**src/rtl/bcd_updown_counter.sv**
```systemverilog
// Multi-decade BCD up/down counter with clear, validated load,
// wrap/saturate end-of-range and carry/load-error pulses.
module bcd_updown_counter #(
  parameter int DIGITS = 2,
  parameter bit WRAP   = 1'b1
) (
  input  logic                  clk,
  input  logic                  rst_,
  input  logic                  en,
  input  logic                  up,
  input  logic                  clr,
  input  logic                  load,
  input  logic [4*DIGITS-1:0]   load_val,
  output logic [4*DIGITS-1:0]   count,
  output logic                  tc,
  output logic                  carry,
  output logic                  load_err
);

  localparam int W = 4 * DIGITS;

  logic [W-1:0] stepped;
  logic         ripple;
  logic         all9;
  logic         all0;
  logic         valid;

  // Ripple survives past the top digit only at the end of range.
  always_comb begin
    stepped = count;
    ripple  = 1'b1;
    all9    = 1'b1;
    all0    = 1'b1;
    valid   = 1'b1;
    for (int i = 0; i < DIGITS; i++) begin
      if (count[4*i+:4] != 4'd9) all9 = 1'b0;
      if (count[4*i+:4] != 4'd0) all0 = 1'b0;
      if (load_val[4*i+:4] > 4'd9) valid = 1'b0;
      if (ripple) begin
        if (up) begin
          if (count[4*i+:4] == 4'd9) begin
            stepped[4*i+:4] = 4'd0;
          end else begin
            stepped[4*i+:4] = count[4*i+:4] + 4'd1;
            ripple = 1'b0;
          end
        end else begin
          if (count[4*i+:4] == 4'd0) begin
            stepped[4*i+:4] = 4'd9;
          end else begin
            stepped[4*i+:4] = count[4*i+:4] - 4'd1;
            ripple = 1'b0;
          end
        end
      end
    end
  end

  assign tc = up ? all9 : all0;

  always_ff @(posedge clk or negedge rst_) begin
    if (!rst_) begin
      count    <= '0;
      carry    <= 1'b0;
      load_err <= 1'b0;
    end else begin
      carry    <= 1'b0;
      load_err <= 1'b0;
      if (clr) begin
        count <= '0;
      end else if (load) begin
        if (valid) count <= load_val;
        else       load_err <= 1'b1;
      end else if (en) begin
        if (!ripple) begin
          count <= stepped;
        end else if (WRAP) begin
          count <= stepped;
          carry <= 1'b1;
        end
      end
    end
  end

endmodule

```
**config.mk**
```make
export PLATFORM = sky130hd
export DESIGN_NAME = bcd_updown_counter
export DESIGN_NICKNAME = d
export VERILOG_FILES = /design/src/rtl/bcd_updown_counter.sv
export SDC_FILE = /design/constraint.sdc
export NUM_CORES = 1
export LEC_CHECK = 0
export CORE_MARGIN = 3
export CORE_UTILIZATION = 42
export DETAILED_ROUTE_END_ITERATION = 7
export PLACE_DENSITY = 0.73
export SLEW_MARGIN = 20
export SYNTH_ARGS = -nofsm -noshare
export SYNTH_HDL_FRONTEND = slang
export SYNTH_SLANG_ARGS = --single-unit
```
**constraint.sdc**
```tcl
create_clock -name clk -period 3.97 [get_ports clk]
set_clock_uncertainty 0.2 [all_clocks]
set_input_delay 0.794 -clock clk [delete_from_list [all_inputs] [get_ports clk]]
set_output_delay 0.794 -clock clk [all_outputs]
set_load 0.005 [all_outputs]
```
## Word-level counts from Yosys, hierarchy flattened

Index checks and enable logic that the tools add are counted.

- Register bits: 10
- Input port bits: 14
- Output and inout bits: 11
- Logic and storage cells: 55

- $add $sub $neg: 4
- Order comparisons: 2
- Equal/unequal tests: 5
- Mux-type cells: 32
- Reductions and logical operators: 8

Operators with widths:

| cell | count |
|---|---|
| $mux W8 | 4 |
| $mux W4 | 7 |
| $mux W1 | 21 |
| $add A4 B1 Y4 const B | 2 |
| $eq A4 B4 Y1 const B | 2 |
| $gt A4 B4 Y1 const B | 2 |
| $logic_not A4 Y1 | 2 |
| $ne A4 B4 Y1 const B | 2 |
| $reduce_bool A4 Y1 | 2 |
| $sub A4 B1 Y4 const B | 2 |
| $reduce_bool A3 Y1 | 2 |
| $ne A3 B2 Y1 const B | 1 |
| $reduce_and A3 Y1 | 1 |
| $reduce_and A2 Y1 | 1 |

## Longest topological paths before layout

- Word-level depth: 8
- Depth in mapped cells: 6
- Mapped depth without buffers: 6

## Worst setup path before layout

No wires, ideal clock.

- Path kind: register -> output
- Start point: register count[4]
- End point: output port tc
- Data arrival time: 1.261 ns
- Data required time: 2.976 ns
- Path slack: 1.715 ns
- Stages on the path, launching flop included: 6
- Path buffers: 0
- Path through: dfrtp_1 inv_1 ha_1 nor3b_1 a22oi_1 nor2_1

- Longest elaborated chain between the ends: 3
- Elaborated cells on any way between the ends: 5
- Classes of those cells: eq/ne: 1; mux: 3; reduce/logical: 1

Ends and longest elaborated chain:

| element | RTL line | text |
|---|---|---|
| start, declared | 14 | `output logic [4*DIGITS-1:0] count,` |
| start signal, assigned | 72 | `if (valid) count <= load_val;` |
| start signal, assigned | 76 | `count <= stepped;` |
| start signal, assigned | 78 | `count <= stepped;` |
| $ne A4 B4 Y1 / $reduce_bool A4 Y1 (equally long branches) | 36, 37 |  |
| $mux W1 (on tied branches) | 36, 37 |  |
| $mux W1 * | 59 | `assign tc = up ? all9 : all0;` |
| end, declared | 15 | `output logic tc,` |

Mark *: on every way between the ends. The rest lies on a longest branch, timed or not.

## Worst setup path in the final report

- Start point: input port up
- End point: output port tc

- Longest elaborated chain between the ends: 1

Ends and longest elaborated chain:

| element | RTL line | text |
|---|---|---|
| start, declared | 10 | `input logic up,` |
| $mux W1 | 59 |  |

No other way between the ends.

==> run_results.csv <==
group,metric,value,unit
run_status,outcome,"finished clean",
synthesis,ys_ff_latch,10,
clock_network,cts_buffers,3,
timing,min_period_over_period,85.75,%
layout,syn2layout_area_growth,27.62,%
layout,fin_util,60.24,%
synthesis,yosysMostFrequentCell,"nor2_1",
global_routing,grt.total_usage,16.61,%
setup_path,cp_max_fo,7,
place,post-place-ws,0.5589,ns
synthesis,synthCells,112,
setup_path,start_kind,"primary input",
die,die_width,54.61,um
run,maxCapViolCount,0,
layout,final_layout_size_suffix_gt1_share,12.50,%
setup_path,cp_cell_sequence,"clkdlybuf4s50_1 > and3_2 > a22oi_1 > nor2_1 > clkdlybuf4s50_1",
detailed_routing,drc_errors,0,
timing,worstMarginPinSlew,0.4894,ns
synthesis,synth.top_cell.area_share,25.22,%
synthesis,synthTopCellsByArea,"dfrtp_1, ha_1, nor2_1, buf_6, mux2i_1",
setup_path,slowest_stage,"clkdlybuf4s50_1",
place,placed_cells,159,
timing,slew-limit-headroom,67.30,%
pwr,internal-power,0.0002655,W
place,gp_congestion,0.8359,
synthesis,synth_edf_count,0,
synthesis,async_flop_share,100.0,%
global_routing,grt_max_degree,13,
die,rows,16,
pwr,power.total,0.0004080,W
clock_network,cts_tree,"built",
setup_path,crit_arrival,2.41,ns
clock_network,cts-hold-fix-buffers,0,
timing,final.setup.tns,0,ns
timing,fin_crit,3.404,ns
detailed_routing,vias,930,
min_path,holdPathStages,2,
die,die_y,54.61,um
global_routing,antenna_found_initial,0,
setup_path,cpLargestDelayFamily,"buffers and inverters",
synthesis,synth_common_cells,"nor2_1, dfrtp_1, inv_1, ha_1, nand2_1",
synthesis,syn_area,992.2,sq um
synthesis,synth_nets,133,
detailed_routing,first_iter_violations,30,
timing,setup_slack,0.5659,ns
synthesis,synth_area_per_cell,8.859,sq um
die,dieArea,0.002982,sq mm
clock_network,cts-resized-gates,0,
setup_path,critPathRequiredTime,2.98,ns
clock_network,cts_buffer_depth,2,
synthesis,yosysSeqAreaShare,25.22,%
setup_path,worst_path_largest_cell_delay,0.64,ns
detailed_routing,viasPerCell,5.706,
setup_path,path_depth,5,
setup_path,cp-end-kind,"output port",
pwr,peakVddDrop,0.0001650,V
min_path,hp-class,"reg -> reg",
global_routing,grt.overflow.total,0,
die,initial_core_util,47.20,%
detailed_routing,drt_wl_total,2242,um
detailed_routing,final_antenna_net_count,0,
clock_network,clk_pin_slew_worst_paths,0.06,ns
timing,max_freq,293.8,MHz
setup_path,worstSetupPathType,"in -> out",
place,hpwl,1824,um
setup_path,cp.buffers_inverters,2,
layout,fin_nets,158,
pwr,power_leakage,0.5368,nW
clock_network,cts.htree.levels,1,
synthesis,yosysTopAreaCell,"dfrtp_1",
place,io_buffers,24,
timing,setup_viol,0,
clock_network,cts-root-buf,"clkbuf_4",
clock_network,clk_latency,0.26,ns
pwr,p_per_area,322.2,mW/mm^2
die,io_pins,25,
synthesis,synth_cell_types,49,
pwr,clockPowerShare,21.9,%
timing,hold_viol,0,
global_routing,grt_pass1_wl,3650,um
clock_network,numClockSinks,10,
die,core_area,0.002102,sq mm
timing,rsz0062_at_grt,"false",
layout,finalNonFillerCells,163,
pwr,p_sw,0.0001426,W
clock_network,post-cts-setup-buffers,0,
layout,num_antenna_cells,0,
detailed_routing,wire_per_inst,13.75,um
pwr,seqPwrFrac,36.4,%
global_routing,first_global_vias,830,
pwr,swShare,34.94,%
timing,slew_viol_final,0,
synthesis,synth-main-ff-cell,"dfrtp_1",
detailed_routing,detail_route.first_pass.iterations,4,
setup_path,reg2reg_depth,6,
setup_path,crit_top_cell,"clkdlybuf4s50_1",
synthesis,yosysWarnings,0,
pwr,p_comb_share,41.7,%
layer usage:
metal  up-vias  GRT usage [%]  routed length [um]
li1        466              -                   -
met1       427          24.09                1093
met2        33          24.61                 974
met3         4          1.907                 130
met4         0          6.639                  44
met5         -              0                   0
cells by family after synthesis:
logic type,count (synthesis),share of synthesized area [%]
muxes,5,5.674
adders and majority gates,7,8.827
DFF,10,25.22
AOI/OAI and AO/OA,32,26.73
and+or+nand+nor,44,25.73
buffers and inverters,14,7.817
layout by cell type (no fill, tap or decap), types with 2 or more instances in the layout:
cell type        count
inv_1                8
a221o_1              2
nor3_1               2
dfrtp_1             10
a211oi_1             3
nand3b_1             4
ha_1                 7
and3_1               3
a31oi_1              4
nand2b_1             3
clkdlybuf4s50_1     24
o21ai_0              3
a21oi_1              3
clkbuf_4             3
nand3_1              3
a22oi_1              2
mux2i_1              3
nand2_1              5
nor2b_1              2
nor2_1              12
through the flow:
step           instance area, sq um  hold WS (ns)
3_5_place_dp                   1230        0.4628
4_1_cts                        1266        0.4692
6_report                       1266        0.4703
2_1_floorplan                 992.2        0.2984
5_1_grt                        1266        0.5023
3_3_place_gp                   1230        0.4590
final timing paths:
path	from	slack (ns)	end
max	up	0.57	tc
min	count[0]	0.47	count[0]
max reg2reg	count[0]	1.79	count[7]
min reg2reg	count[0]	0.47	count[0]
max in group asynchronous	rst_	2.65	count[0]
min in group asynchronous	rst_	0.63	carry
final cells by class:
type	count	area, sq um
clock buffers	4	36.28
fillers	200	835.8
inverters	9	33.78
multi-input cells	88	664.4
flip-flops and latches	10	250.2
well taps	27	33.78
repair buffers	25	247.7
worst register-to-register path: cells and delay by family, from the launching register on:
family	cells	cell delay [ns]
AOI/OAI and AO/OA	2	0.42
adders and majority gates	1	0.26
buffers and inverters	1	0.12
DFF	1	0.46
and+or+nand+nor	1	0.29
muxes	1	0.32
power groups by stage:
stage	combinational, W	clock, W	sequential, W
floorplan	0.000120	0	0.000136
global placement	0.000170	0	0.000149
detailed placement	0.000170	0	0.000150
CTS	0.000171	0.0000931	0.000148
global route	0.000190	0.0000979	0.000152
finish	0.000170	0.0000894	0.000148
sequential cells by signal, indices dropped and copies added (netlist names):
| signal | flops |
|---|---|
| load_err | 1 |
| count | 8 |
| carry | 1 |
(Power assumes the default switching activity.)
